### src/rtl/mem_pkg.sv
// Shared encodings for the memory-access stage: access sizes, FSM states,
// byte-enable patterns and the MEM pipeline register layout.
package mem_pkg;

    localparam logic [1:0] DSIZE_WORD = 2'b00;
    localparam logic [1:0] DSIZE_HALF = 2'b01;
    localparam logic [1:0] DSIZE_BYTE = 2'b10;

    localparam logic [3:0] BE_WORD    = 4'b1111;
    localparam logic [3:0] BE_HALF_HI = 4'b1100;
    localparam logic [3:0] BE_HALF_LO = 4'b0011;
    localparam logic [3:0] BE_BYTE_0  = 4'b1000;

    typedef enum logic {
        ST_IDLE   = 1'b0,
        ST_ACCESS = 1'b1
    } mem_state_e;

    typedef struct packed {
        logic [31:0] inst;
        logic [31:0] aluout;
        logic [31:0] busb;
        logic [31:0] delayslot2;
        logic        memwr;
        logic        memtoreg;
        logic        regwrite;
        logic        jump;
        logic        jal;
        logic        loadext;
        logic [1:0]  dsize;
        logic [1:0]  fpoint;
        logic [4:0]  rw;
    } mem_reg_t;

    // Encoding 2'b11 behaves as a word access.
    function automatic logic addr_misaligned(input logic [1:0] dsize, input logic [1:0] a);
        case (dsize)
            DSIZE_HALF: addr_misaligned = a[0];
            DSIZE_BYTE: addr_misaligned = 1'b0;
            default:    addr_misaligned = (a != 2'b00);
        endcase
    endfunction

endpackage

### src/rtl/mem_lane_align.sv
// Big-endian byte-lane steering: store byte enables and replicated write data,
// plus load lane extraction with sign/zero extension.
module mem_lane_align
    import mem_pkg::*;
(
    input  logic [1:0]  dsize,
    input  logic        loadext,
    input  logic [1:0]  addr_lo,
    input  logic [31:0] store_data,
    input  logic [31:0] load_raw,
    output logic [3:0]  be,
    output logic [31:0] wdata,
    output logic [31:0] load_data
);

    logic [7:0]  byte_sel;
    logic [15:0] half_sel;

    // Lane 0 (address offset 0) is the most significant byte.
    always_comb begin
        case (addr_lo)
            2'b00:   byte_sel = load_raw[31:24];
            2'b01:   byte_sel = load_raw[23:16];
            2'b10:   byte_sel = load_raw[15:8];
            default: byte_sel = load_raw[7:0];
        endcase
        half_sel = addr_lo[1] ? load_raw[15:0] : load_raw[31:16];
    end

    always_comb begin
        be        = BE_WORD;
        wdata     = store_data;
        load_data = load_raw;
        case (dsize)
            DSIZE_HALF: begin
                be        = addr_lo[1] ? BE_HALF_LO : BE_HALF_HI;
                wdata     = {2{store_data[15:0]}};
                load_data = {{16{loadext & half_sel[15]}}, half_sel};
            end
            DSIZE_BYTE: begin
                be        = BE_BYTE_0 >> addr_lo;
                wdata     = {4{store_data[7:0]}};
                load_data = {{24{loadext & byte_sel[7]}}, byte_sel};
            end
            default: ;
        endcase
    end

endmodule

### src/rtl/mem_stage.sv
// MEM pipeline stage: MEM register, access FSM and data-memory port.
// Optional MEM_ALIGN_CHECK_EN suppresses misaligned half/word accesses and flags them.
//
// state     | meaning
// ----------+-----------------------------------------------------------
// ST_IDLE   | no access outstanding; MEM holds a non-memory op or bubble
// ST_ACCESS | dmem_req asserted for the op in MEM; pipeline frozen until ack
module mem_stage
    import mem_pkg::*;
(
    input  logic        clk,
    input  logic        rst_n,
    input  logic        stall,
    input  logic [31:0] dInst,
    input  logic [31:0] dALUout,
    input  logic [31:0] dBusB,
    input  logic [31:0] dDelayslot2,
    input  logic        dMemWr,
    input  logic        dMemToReg,
    input  logic        dRegWrite,
    input  logic        dJump,
    input  logic        dJal,
    input  logic        dLoadext,
    input  logic [1:0]  dDsize,
    input  logic [1:0]  dFPoint,
    input  logic [4:0]  dRw,
    output logic        dmem_req,
    output logic        dmem_we,
    output logic [31:0] dmem_addr,
    output logic [3:0]  dmem_be,
    output logic [31:0] dmem_wdata,
    input  logic [31:0] dmem_rdata,
    input  logic        dmem_ack,
    output logic        mem_busy,
    output logic [31:0] Instruction,
    output logic [31:0] ALUout,
    output logic [31:0] MemData,
    output logic [31:0] Delayslot2,
    output logic        RegWr,
    output logic        MemToReg,
    output logic        Jal,
    output logic        Jump,
    output logic [1:0]  FPoint,
    output logic [4:0]  Rw,
    output logic        misalign
);

    mem_reg_t   mem_in;
    mem_reg_t   mem_q;
    mem_reg_t   mem_d;
    mem_state_e state_q;
    mem_state_e state_d;

    logic        access;
    logic        busy;
    logic        d_memop;
    logic        d_misalign;
    logic        q_misalign;
    logic        start_access;
    logic [3:0]  lane_be;
    logic [31:0] lane_wdata;
    logic [31:0] lane_load;

    always_comb begin
        mem_in            = '0;
        mem_in.inst       = dInst;
        mem_in.aluout     = dALUout;
        mem_in.busb       = dBusB;
        mem_in.delayslot2 = dDelayslot2;
        mem_in.memwr      = dMemWr;
        mem_in.memtoreg   = dMemToReg;
        mem_in.regwrite   = dRegWrite;
        mem_in.jump       = dJump;
        mem_in.jal        = dJal;
        mem_in.loadext    = dLoadext;
        mem_in.dsize      = dDsize;
        mem_in.fpoint     = dFPoint;
        mem_in.rw         = dRw;
    end

`ifdef MEM_ALIGN_CHECK_EN
    assign d_misalign = addr_misaligned(dDsize, dALUout[1:0]);
    assign q_misalign = (mem_q.memwr | mem_q.memtoreg) &
                        addr_misaligned(mem_q.dsize, mem_q.aluout[1:0]);
`else
    assign d_misalign = 1'b0;
    assign q_misalign = 1'b0;
`endif

    assign d_memop      = dMemWr | dMemToReg;
    assign start_access = ~stall & d_memop & ~d_misalign;

    // Busy beats stall: the register only advances once the access completes.
    always_comb begin
        mem_d = mem_q;
        if (!busy) begin
            mem_d = stall ? '0 : mem_in;
        end
    end

    always_ff @(posedge clk) begin
        if (!rst_n) begin
            mem_q <= '0;
        end else begin
            mem_q <= mem_d;
        end
    end

    always_ff @(posedge clk) begin
        if (!rst_n) begin
            state_q <= ST_IDLE;
        end else begin
            state_q <= state_d;
        end
    end

    always_comb begin
        state_d = state_q;
        case (state_q)
            ST_IDLE: begin
                if (start_access) state_d = ST_ACCESS;
            end
            ST_ACCESS: begin
                if (dmem_ack) state_d = start_access ? ST_ACCESS : ST_IDLE;
            end
            default: state_d = ST_IDLE;
        endcase
    end

    always_comb begin
        access = (state_q == ST_ACCESS);
        busy   = access & ~dmem_ack;
    end

    mem_lane_align u_lane_align (
        .dsize      (mem_q.dsize),
        .loadext    (mem_q.loadext),
        .addr_lo    (mem_q.aluout[1:0]),
        .store_data (mem_q.busb),
        .load_raw   (dmem_rdata),
        .be         (lane_be),
        .wdata      (lane_wdata),
        .load_data  (lane_load)
    );

    assign dmem_req    = access;
    assign dmem_we     = mem_q.memwr;
    assign dmem_addr   = {mem_q.aluout[31:2], 2'b00};
    assign dmem_be     = access ? lane_be : 4'b0000;
    assign dmem_wdata  = access ? lane_wdata : 32'h0;
    assign mem_busy    = busy;

    assign Instruction = mem_q.inst;
    assign ALUout      = mem_q.aluout;
    assign MemData     = (access & dmem_ack) ? lane_load : 32'h0;
    assign Delayslot2  = mem_q.delayslot2;
    assign RegWr       = mem_q.regwrite & ~busy & ~q_misalign;
    assign MemToReg    = mem_q.memtoreg;
    assign Jal         = mem_q.jal;
    assign Jump        = mem_q.jump;
    assign FPoint      = mem_q.fpoint;
    assign Rw          = mem_q.rw;
    assign misalign    = q_misalign;

endmodule

### config.mk
export PLATFORM = sky130hd
export DESIGN_NAME = mem_stage
export DESIGN_NICKNAME = d
export VERILOG_FILES = /design/src/rtl/mem_pkg.sv /design/src/rtl/mem_lane_align.sv /design/src/rtl/mem_stage.sv
export SDC_FILE = /design/constraint.sdc
export NUM_CORES = 1
export LEC_CHECK = 0
export ABC_AREA = 0
export ABC_CLOCK_PERIOD_IN_PS = 2800
export BUFFER_PORTS_ARGS = -buffer_cell sky130_fd_sc_hd__buf_2
export CAP_MARGIN = 20
export CORE_AREA = 2 2 149 151
export CTS_BUF_LIST = sky130_fd_sc_hd__clkbuf_4 sky130_fd_sc_hd__clkbuf_8
export DETAILED_ROUTE_END_ITERATION = 12
export DIE_AREA = 0 0 151 153
export PLACE_DENSITY = 0.79
export SLEW_MARGIN = 15
export SYNTH_ARGS = -nofsm -noshare
export SYNTH_HDL_FRONTEND = slang
export SYNTH_SLANG_ARGS = --single-unit
export TNS_END_PERCENT = 20
### constraint.sdc
create_clock -name clk -period 2.8 [get_ports clk]
set_clock_uncertainty 0.2 [all_clocks]
set_input_delay 0.28 -clock clk [delete_from_list [all_inputs] [get_ports clk]]
set_output_delay 0.28 -clock clk [all_outputs]
set_load 0.01 [all_outputs]
==> flow_metrics.tcl, run 1 <==
set metrics [dict create \
    status "complete, no violations" \
    viasPerCell 4.965 \
    nets 1373 \
    antenna_found_initial 2 \
    fillers 2126 \
    grt_overflow_total 0 \
    routed_wl_um 23550 \
    first_pass_iters 5 \
    tns_ps 0 \
    clkLatencyLatePin_ps 440 \
    cts_num_sinks 144 \
    antenna_left 0 \
    gp_congestion 0.9200 \
    drc 0 \
    grt_max_degree 105 \
    critPathSlowestCell "a2111oi_4" \
    crit_path_start_kind "flip-flop" \
    core_area_um2 21490 \
    cts_tree "done" \
    die_w_um 151 \
    dieArea_um2 23100 \
    synth_seq_cells 144 \
    hold_violations 0 \
    min_to "ALUout[8]" \
    wl_per_cell_um 15.86 \
    total_power_mw 4.718 \
    syn2layout_area_growth_pct 19.32 \
    critical_path_class "flip-flop to primary output" \
    critical_path_required_ps 2320 \
    multi_input_area_um2 3940 \
    drive_gt1_frac 0.3809 \
    dieHeight_um 153 \
    dpl_cell_area_um2 9324 \
    tightest_slew_ps 619.5 \
    yosysWarnings 0 \
    r2r_cells 6 \
    hold_path_depth 4 \
    p_leak_nw 4.482 \
    clkTransAtPathRegs_ps 110 \
    top_layer "met4" \
    utilization 0.4568 \
    ios 390 \
    max-cap-violations 0 \
    root_buffer "clkbuf_8" \
    seqCellArea_um2 2887 \
    n_antenna_cell 0 \
    critical-path-max-stage-delay_ps 460 \
    hpwlAfterDp_um 16920 \
    drv_slew 0 \
    num_vias 7373 \
    syn_inst 988 \
    critPathTopFamily "compound AO/OA/AOI/OAI gates" \
    setup-violations-final 0 \
    fin_crit_ps 2717 \
    vdd_drop_max_mv 0.2560 \
    worstSetupEndpointType "primary output" \
    crit_chain "inv_2 -> ha_4 -> nor2b_4 -> buf_4 -> o21ai_1 -> a2111oi_4 -> buf_6 -> a21o_1 -> buf_2" \
    rows 54 \
    ys_types 33 \
    met1Wirelength_um 10240 \
    wl_met3_um 1982 \
    synth_area_per_cell_um2 8.325 \
    hp-class "input port to flip-flop" \
    h-tree-depth 4 \
    grt_pass1_wl_um 36370 \
    path_max_fanout 8 \
    relSlewSlack 0.5870 \
    start_util 0.3828 \
    drt-initial-drc-count 465 \
    portBuffers 386 \
    fin_cells 1485 \
    r2r-end "FPoint[1]" \
    period_share 0.9705 \
    mappedNetlistArea_um2 8225 \
    hp-start "dALUout[8]" \
    cts_buffers 17 \
    r2r-start "dmem_req" \
    powerDensity_nw_per_um2 480.7 \
    rrSetupSlack_ps 920 \
    worst_ep_arrival_time_ps 2240 \
    post-place-cells 1445 \
    synth_sequential_area_ratio 0.3505 \
    clockBufferDepth 2 \
    rsz0062_at_grt "true" \
    fin_area_um2 9814 \
    grt_util_all_layers 0.1979 \
    worst-path-buf-inv 4 \
    fmax_mhz 368.0 \
    dr_wl_met2_um 11050 \
    grt_pass1_vias 6826 \
]
## logic make-up (layout without fill, tap and decap cells)
| family | count (synthesis) | count (layout) | synth area share |
|---|---|---|---|
| flip-flops | 144 | 144 | 0.3505 |
| other | 1 | 3 | 0.0004559 |
| AND/OR/NAND/NOR | 361 | 361 | 0.2913 |
| adder cells (fa/ha/maj) | 2 | 2 | 0.003042 |
| buffers and inverters | 238 | 453 | 0.1765 |
| multiplexers | 9 | 9 | 0.01263 |
| AO/OA/AOI/OAI | 233 | 233 | 0.1657 |
## worst min-delay path: stages
cell	delay, ps
buf_2	90
nor3b_1	120
a21oi_1	110
nor2b_1	50
## repair_timing
item / in CTS / in global routing
pin swaps: 1 / 1
resized for setup: 6 / 8
hold endpoints to repair: 2 / 0
endpoints found under the setup margin: 36 / 44
setup buffers: 2 / 2
cloned: 1 / 0
hold buffers: 3 / 0
## final cells by class
type                            count  area share
Timing Repair Buffer              409      0.2254
Tap cell                          280     0.03570
Clock buffer                       18     0.02524
Sequential cell                   144      0.2941
Multi-Input combinational cell    608      0.4015
Clock inverter                     14     0.01351
Inverter                           12    0.004589
## routing by layer
layer | up-vias | track usage
li1 | 3628 | -
met1 | 3406 | 0.2564
met2 | 318 | 0.3279
met3 | 21 | 0.05373
met4 | 0 | 0.04495
met5 | - | 0
## flip-flops by register name, indices dropped and copies added, names as in the netlist, 2 cells and up
| signal | flops |
|---|---|
| mem_q | 36 |
| ALUout | 32 |
| Delayslot2 | 32 |
| Instruction | 32 |
| Rw | 5 |
| FPoint | 2 |
## Yosys cell counts
library cell | n | area [µm²]
nor2b_1 | 166 | 1039
a21oi_1 | 161 | 805.8
nor3b_1 | 151 | 1134
dfxtp_1 | 144 | 2883
buf_4 | 137 | 1028
clkbuf_1 | 57 | 214.0
a22oi_1 | 23 | 172.7
buf_2 | 23 | 115.1
a21o_1 | 17 | 127.6
and2_1 | 16 | 100.1
inv_1 | 12 | 45.04
nand2_1 | 12 | 45.04
a221oi_1 | 8 | 70.07
o21ai_0 | 8 | 40.04
buf_1 | 7 | 26.28
mux2_2 | 7 | 78.83
nand3_1 | 7 | 35.03
o32ai_1 | 7 | 61.31
nor2_1 | 6 | 22.52
o21a_1 | 4 | 30.03
buf_6 | 2 | 22.52
ha_1 | 2 | 25.02
a2111oi_4 | 1 | 27.53
a211oi_1 | 1 | 7.510
and3_1 | 1 | 6.260
conb_1 | 1 | 3.750
mux2_4 | 1 | 15.01
mux2i_1 | 1 | 10.01
o21ai_1 | 1 | 5.000
o22ai_1 | 1 | 6.260
o2bb2ai_1 | 1 | 8.760
or2_2 | 1 | 6.260
or2_4 | 1 | 8.760
## worst max-delay path by stage
stage              from     endpoint  slack [ps]  cells past startpoint
2_1_floorplan  mem_q[7]  MemData[21]         610                      8
3_3_place_gp   mem_q[7]  MemData[22]         430                      9
3_5_place_dp   mem_q[7]  MemData[21]         360                      9
4_1_cts        mem_q[7]  MemData[16]          20                      9
5_1_grt        mem_q[8]   MemData[0]         -40                      7
6_report       mem_q[7]  MemData[24]          80                      9
## layout by cell type, fill, tap and decap left out, drive strengths merged
master,n
o21ai,9
inv,23
o2bb2ai,1
nor3b,151
clkinvlp,1
a21oi,161
conb,3
a2111oi,1
and2,16
a221oi,8
dlygate4sd3,3
nand2,12
nor2b,166
and3,1
nor2,6
a211oi,1
o21a,4
dfxtp,144
o22ai,1
clkbuf,18
nand3,7
a22oi,23
o32ai,7
ha,2
mux2,8
clkinv,2
a21o,17
mux2i,1
buf,406
or2,2
## metrics by stage
step | hold slack (ps) | worst slack (ps)
after floorplan | 270.8 | 609.0
after global placement | 284.4 | 427.2
after detailed placement | 292.2 | 357.2
after CTS | 0.6686 | 21.31
after global routing | 2.396 | -40.04
final | 33.41 | 82.63
## where the power goes
part | leakage (nW) | internal [mW] | switching [mW]
logic | 3.10 | 0.400 | 0.440
registers | 1.18 | 2.14 | 0.0695
clock network | 0.197 | 0.688 | 0.978
total | 4.48 | 3.23 | 1.49
Note: power is estimated with default switching activity, not from simulation.
==> inputs of run 2 (changes only) <==
--- a/config.mk
+++ b/config.mk
@@ -6,16 +6,17 @@
 export NUM_CORES = 1
 export LEC_CHECK = 0
 export ABC_AREA = 0
-export ABC_CLOCK_PERIOD_IN_PS = 2800
+export ABC_CLOCK_PERIOD_IN_PS = 2600
 export BUFFER_PORTS_ARGS = -buffer_cell sky130_fd_sc_hd__buf_2
 export CAP_MARGIN = 20
-export CORE_AREA = 2 2 149 151
+export CORE_AREA = 2 2 153 155
 export CTS_BUF_LIST = sky130_fd_sc_hd__clkbuf_4 sky130_fd_sc_hd__clkbuf_8
 export DETAILED_ROUTE_END_ITERATION = 12
-export DIE_AREA = 0 0 151 153
-export PLACE_DENSITY = 0.79
+export DIE_AREA = 0 0 155 157
+export PLACE_DENSITY = 0.78
 export SLEW_MARGIN = 15
 export SYNTH_ARGS = -nofsm -noshare
 export SYNTH_HDL_FRONTEND = slang
+export SYNTH_HIERARCHICAL = 1
 export SYNTH_SLANG_ARGS = --single-unit
 export TNS_END_PERCENT = 20
==> constraint.sdc (replaced) <==
create_clock -name clk -period 2.6 [get_ports clk]
set_clock_uncertainty 0.2 [all_clocks]
set_input_delay 0.26 -clock clk [delete_from_list [all_inputs] [get_ports clk]]
set_output_delay 0.26 -clock clk [all_outputs]
set_load 0.01 [all_outputs]
==> run 2 against run 1 <==
Effect of this change: the flow now finishes with violations (setup timing); die area is 5.3% higher; final area up 19%; synthesized cell count increased by 5.6%; critical path type unchanged; highest routed layer is now met5.
==> flow_metrics.tcl, run 2 <==
set metrics [dict create \
    place_ws_ps 6.556 \
    viasPerCell 5.142 \
    total_power_mw 5.369 \
    powerDensity_nw_per_um2 461.1 \
    critPathSlowestCell "dfxtp_2" \
    routed_wl_um 29410 \
    rsz0062_at_grt "true" \
    drc 0 \
    critical_path_class "flip-flop to primary output" \
    first_pass_iters 7 \
    clockBufferDepth 2 \
    crit_chain "inv_2 -> ha_4 -> and4b_2 -> a22o_4 -> a221o_1 -> and3_1 -> buf_2" \
    core_area_um2 22500 \
    power_frac_seq 0.443 \
    power_frac_comb 0.210 \
    synth_edf_count 0 \
    clkTransAtPathRegs_ps 90 \
    p_leak_nw 5.398 \
    vdd_drop_max_mv 0.3523 \
    async_flop_share 0 \
    critPathTopFamily "compound AO/OA/AOI/OAI gates" \
    worstSetupEndpointType "primary output" \
    grt_util_all_layers 0.2261 \
    dieArea_um2 24340 \
    critical_path_required_ps 2140 \
    cts_buffers 17 \
    power.internal_mw 3.809 \
    drive_gt1_frac 0.3357 \
    fillers 2029 \
    top_register "mem_q" \
    syn2layout_area_growth_pct 35.52 \
    h-tree-depth 4 \
    ys.flop_type "dfxtp_1" \
    grt_overflow_total 0 \
    worst-path-buf-inv 2 \
    synth_top_cell_by_area "dfxtp_1" \
    start_util 0.3818 \
    tightest_slew_ps 586.5 \
    mappedNetlistArea_um2 8591 \
    violations "setup timing" \
    nets 1565 \
    rows 55 \
    portBuffers 386 \
    root_buffer "clkbuf_8" \
    drv_slew 0 \
    antenna_left 0 \
    cts_tree "done" \
    ios 390 \
    antenna_found_initial 4 \
    hpwlAfterDp_um 19270 \
    fmax_mhz 370.3 \
    grt_max_degree 89 \
    yosysMostFrequentCell "nand2_1" \
    switching_share 0.2904 \
    hp-class "input port to flip-flop" \
    synth_area_per_cell_um2 8.237 \
    cts_num_sinks 144 \
    grt_pass1_vias 8512 \
    r2r-start "dmem_req" \
    num_vias 8674 \
    largest_reg_flops 36 \
    hold_violations 0 \
    path_max_fanout 7 \
    die_w_um 155 \
    hp-start "rst_n" \
    critical-path-max-stage-delay_ps 340 \
    fin_ws_ps -100.5 \
    fin_crit_ps 2701 \
    clkLatencyLatePin_ps 420 \
    crit_path_start_kind "flip-flop" \
    worst_ep_arrival_time_ps 2240 \
    p_sw_mw 1.559 \
    synthTopCellsByCount "nand2_1, buf_4, dfxtp_1" \
    gp_congestion 1.007 \
    synth_sequential_area_ratio 0.3356 \
    period_share 1.039 \
    layout.cells.most_common_list "buf_2, nand2_1, nand3b_1, dlygate4sd3_1, dfxtp_1" \
    clkPwrFrac 0.346 \
    drt-initial-drc-count 719 \
    setup-violations-final 10 \
    syn_inst 1043 \
    grt_pass1_wl_um 43910 \
    yosysWarnings 6 \
    synth_top_area_share 0.3356 \
    max-cap-violations 0 \
    status "finished, violations left" \
    ys_top_cells_by_area "dfxtp_1, buf_4, nand3b_1, nand2_1, a21boi_0" \
    ys_types 41 \
    dieHeight_um 157 \
    synth_seq_cells 144 \
    startpoint "mem_q[7]" \
    wl_per_cell_um 17.43 \
    mostFrequentLayoutCell "buf_2" \
    relSlewSlack 0.6090 \
]
==> run 2: cell types whose count changed after synthesis, sizes merged, moves of 14 or more <==
cell and change:
a22o +15, and2 +22, nand3b +143, a21o -15
nand2 +172, nor2b -164, a21oi -160, a22oi -14
and3 +31, a21boi +143, nor3b -151
==> run 2: cells by family (layout without fill, tap and decap cells) <==
logic type / Yosys count / in the layout / share of synthesized area
simple gates: 434 / 434 / 0.2818
buf+inv: 240 / 592 / 0.1767
compound gates: 211 / 211 / 0.1886
flops: 144 / 144 / 0.3356
mux: 11 / 11 / 0.01398
fa+ha+maj: 2 / 2 / 0.002912
other cells: 1 / 8 / 0.0004365
==> run 2: power groups by stage <==
stage	sequential [mW]	combinational (mW)	clock [mW]
after floorplan	2.41	0.645	0
after CTS	2.38	1.08	1.93
after global routing	2.39	1.21	2.01
after detailed placement	2.43	0.891	0
after global placement	2.43	0.879	0
final	2.38	1.13	1.86
==> run 2: final cells by class <==
class                           count  area (µm²)  area share
Clock buffer                       19       261.5     0.02246
Inverter                            6       28.78    0.002472
Clock inverter                     13       150.1     0.01290
Multi-Input combinational cell    661        4264      0.3663
Antenna cell                        5       12.51    0.001075
Tap cell                          285       356.6     0.03063
Sequential cell                   144        2890      0.2483
Timing Repair Buffer              554        3679      0.3160
==> run 2: metal layers <==
metal,GRT usage,part of all wire,routed length (µm),vias up
met5,0,0.00044,13,-
met4,0.1160,0.039,1152,2
met3,0.05452,0.064,1887,73
met2,0.4053,0.50,14830,412
met1,0.2491,0.39,11530,4099
li1,-,-,-,4088
==> run 2: through the flow <==
step	area, µm²	utilization	hold slack, ps	cells	TNS (ps)
after global routing	11640	0.5172	100.9	1685	-3800
after global placement	9603	0.4267	234.9	1501	0
after floorplan	8598	-	223.0	1045	0
final	11640	0.5174	123.7	1687	-702.9
after detailed placement	9603	0.4267	239.4	1501	0
after CTS	11500	0.5112	112.0	1678	-2553
==> run 2: worst min-delay path: stages <==
cell      delay (ps)
buf_4            120
buf_12           180
a21boi_0         160
==> run 2: path summary, 6_finish.rpt <==
check	slack, ps	endpoint	cells after the start
setup / recovery	-100	MemData[10]	7
hold / removal	120	Instruction[23]	3
setup reg to reg	810	Delayslot2[18]	5
hold reg to reg	250	mem_q[66]	2
==> run 2: repair_timing <==
action                                  4_1_cts  5_1_grt
hold endpoints to repair                    143        0
buffers inserted                              2        2
endpoints found under the setup margin       56       52
hold buffers                                143        0
gates resized for setup                      10       15
pin swaps                                     9        2
cloned                                        0        2
==> inputs of run 3 (changes only) <==
--- a/config.mk
+++ b/config.mk
@@ -9,10 +9,11 @@
 export ABC_CLOCK_PERIOD_IN_PS = 2600
 export BUFFER_PORTS_ARGS = -buffer_cell sky130_fd_sc_hd__buf_2
 export CAP_MARGIN = 20
-export CORE_AREA = 2 2 153 155
+export CORE_ASPECT_RATIO = 1.25
+export CORE_MARGIN = 10
+export CORE_UTILIZATION = 38
 export CTS_BUF_LIST = sky130_fd_sc_hd__clkbuf_4 sky130_fd_sc_hd__clkbuf_8
 export DETAILED_ROUTE_END_ITERATION = 12
-export DIE_AREA = 0 0 155 157
 export PLACE_DENSITY = 0.78
 export SLEW_MARGIN = 15
 export SYNTH_ARGS = -nofsm -noshare
==> run 3 against run 2 <==
Effect of this change: the run still ends with setup timing left; via count shrank 1.1%; clock power grew 3%; critical path depth is the same; sequential power is essentially flat; first-iteration DRC count shrank 19%; core utilization grew 0.97 points; global-route usage shrank 0.99 points; largest power group unchanged.
==> flow_metrics.tcl, run 3 (synthesized netlist as in run 2, its figures left out) <==
set metrics [dict create \
    utilization 0.5271 \
    rsz0062_at_grt "true" \
    drt-initial-drc-count 580 \
    relSlewSlack 0.6096 \
    syn2layout_area_growth_pct 36.73 \
    cts_buffers 17 \
    h-tree-depth 4 \
    cts_num_sinks 144 \
    grt_util_all_layers 0.2162 \
    path_max_fanout 6 \
    r2r-start "dmem_req" \
    total_power_mw 5.435 \
    nets 1567 \
    fmax_mhz 366.6 \
    portBuffers 386 \
    setup-violations-final 23 \
    mostFrequentLayoutCell "buf_2" \
    post-place-cells 1502 \
    critical_path_required_ps 2140 \
    fin_ws_ps -127.4 \
    dpl_cell_area_um2 9610 \
    die_w_um 154.5 \
    antenna_left 0 \
    fillers 1999 \
    hold_violations 0 \
    drc 0 \
    first_pass_iters 5 \
    core_area_um2 22290 \
    grt_max_degree 94 \
    crit_path_start_kind "flip-flop" \
    powerDensity_nw_per_um2 462.7 \
    hold_ws_ps 102.8 \
    num_vias 8575 \
    critPathTopFamily "compound AO/OA/AOI/OAI gates" \
    drive_gt1_frac 0.3467 \
    hold_path_depth 2 \
    grt_overflow_total 0 \
    critical-path-max-stage-delay_ps 340 \
    ios 390 \
    crit_chain "inv_2 -> ha_4 -> and4b_2 -> a22o_4 -> a221o_1 -> and3_4 -> buf_6" \
    vdd_drop_max_mv 0.3828 \
    worst-path-buf-inv 2 \
    top_register "mem_q" \
    hpwlAfterDp_um 22340 \
    dieHeight_um 188.1 \
    hp-class "input port to flip-flop" \
    grt_pass1_vias 8905 \
    min_to "Delayslot2[24]" \
    tightest_slew_ps 585.7 \
    r2r-end "ALUout[7]" \
    grt_pass1_wl_um 50470 \
    clkTransAtPathRegs_ps 80 \
    fin_crit_ps 2727 \
    clkLatencyLatePin_ps 440 \
    dieArea_um2 29060 \
    wl_per_cell_um 19.52 \
    critPathSlowestCell "dfxtp_2" \
    drv_slew 0 \
    start_util 0.3855 \
    hp-start "rst_n" \
    r2r_cells 5 \
    fin_area_um2 11750 \
    layout.cells.most_common_list "buf_2, nand2_1, nand3b_1, dlygate4sd3_1, dfxtp_1" \
    worst_ep_arrival_time_ps 2270 \
    antenna_found_initial 13 \
    critical_path_class "flip-flop to primary output" \
    clockBufferDepth 2 \
    cts_tree "done" \
    viasPerCell 5.062 \
    gp_congestion 0.9333 \
    period_share 1.049 \
    worstSetupEndpointType "primary output" \
    largest_reg_flops 36 \
    routed_wl_um 33070 \
    root_buffer "clkbuf_8" \
    rrSetupSlack_ps 850 \
    p_leak_nw 5.433 \
    fin_cells 1694 \
    rows 61 \
    violations "setup timing" \
    max-cap-violations 0 \
    status "finished, violations left" \
]
==> run 3: cell types whose count changed in the layout (fill, tap and decap cells not counted), moves of 4 or more <==
cell,change
buf_6,+6
clkinv_2,+4
nor2_2,+4
nor2_1,-4
buf_4,+4
and3_1,-6
and3_4,+6
diode_2,+7
buf_2,-6
==> run 3: where the power goes <==
group	switching [mW]	internal, mW
clock	0.875	1.04
sequential	0.0734	2.31
combinational	0.558	0.577
==> run 3: how the worst max path moves through the flow <==
stage          cells after the start           to      from  slack (ps)
3_3_place_gp                       8   MemData[4]  mem_q[7]         150
6_report                           7  MemData[13]  mem_q[7]        -130
5_1_grt                            7  MemData[13]  mem_q[7]        -220
4_1_cts                            7  MemData[10]  mem_q[7]        -170
2_1_floorplan                      7  MemData[11]  mem_q[7]         410
3_5_place_dp                       8  MemData[13]  mem_q[7]         160
==> run 3: metrics by stage <==
stage	setup WS (ps)	setup TNS [ps]
floorplan	406.2	0
global placement	150.7	0
detailed placement	164.0	0
CTS	-170.7	-1995
global route	-224.6	-5449
finish	-127.4	-1030
==> run 3: routing by layer <==
layer | wire length [µm] | GRT usage
met1 | 12600 | 0.2321
met2 | 16510 | 0.3743
met3 | 2563 | 0.06685
met4 | 1374 | 0.1070
met5 | 21 | 0
==> run 3: cell type report <==
cell class	count	area, µm²	share of cell area
Multi-Input combinational cell	661	4330	0.3687
Timing Repair Buffer	556	3696	0.3147
Sequential cell	144	2888	0.2458
Tap cell	283	354.1	0.03014
Clock buffer	22	290.3	0.02471
Clock inverter	10	132.6	0.01129
Antenna cell	12	30.03	0.002556
Inverter	6	25.02	0.002130
==> run 3: timing repair <==
item	CTS	global route
pin swaps	26	2
buffers inserted	4	0
hold buffers	143	0
resized for setup	26	21
endpoints found under the hold margin	144	0
endpoints found under the setup margin	48	46
cloned	1	0
==> run 3: worst register-to-register path, stage by stage, from the launching register on <==
cell and delay, ps:
dfxtp_2 360, nand2b_4 90, inv_4 260, buf_12 320, nand2_1 250, a21boi_1 200
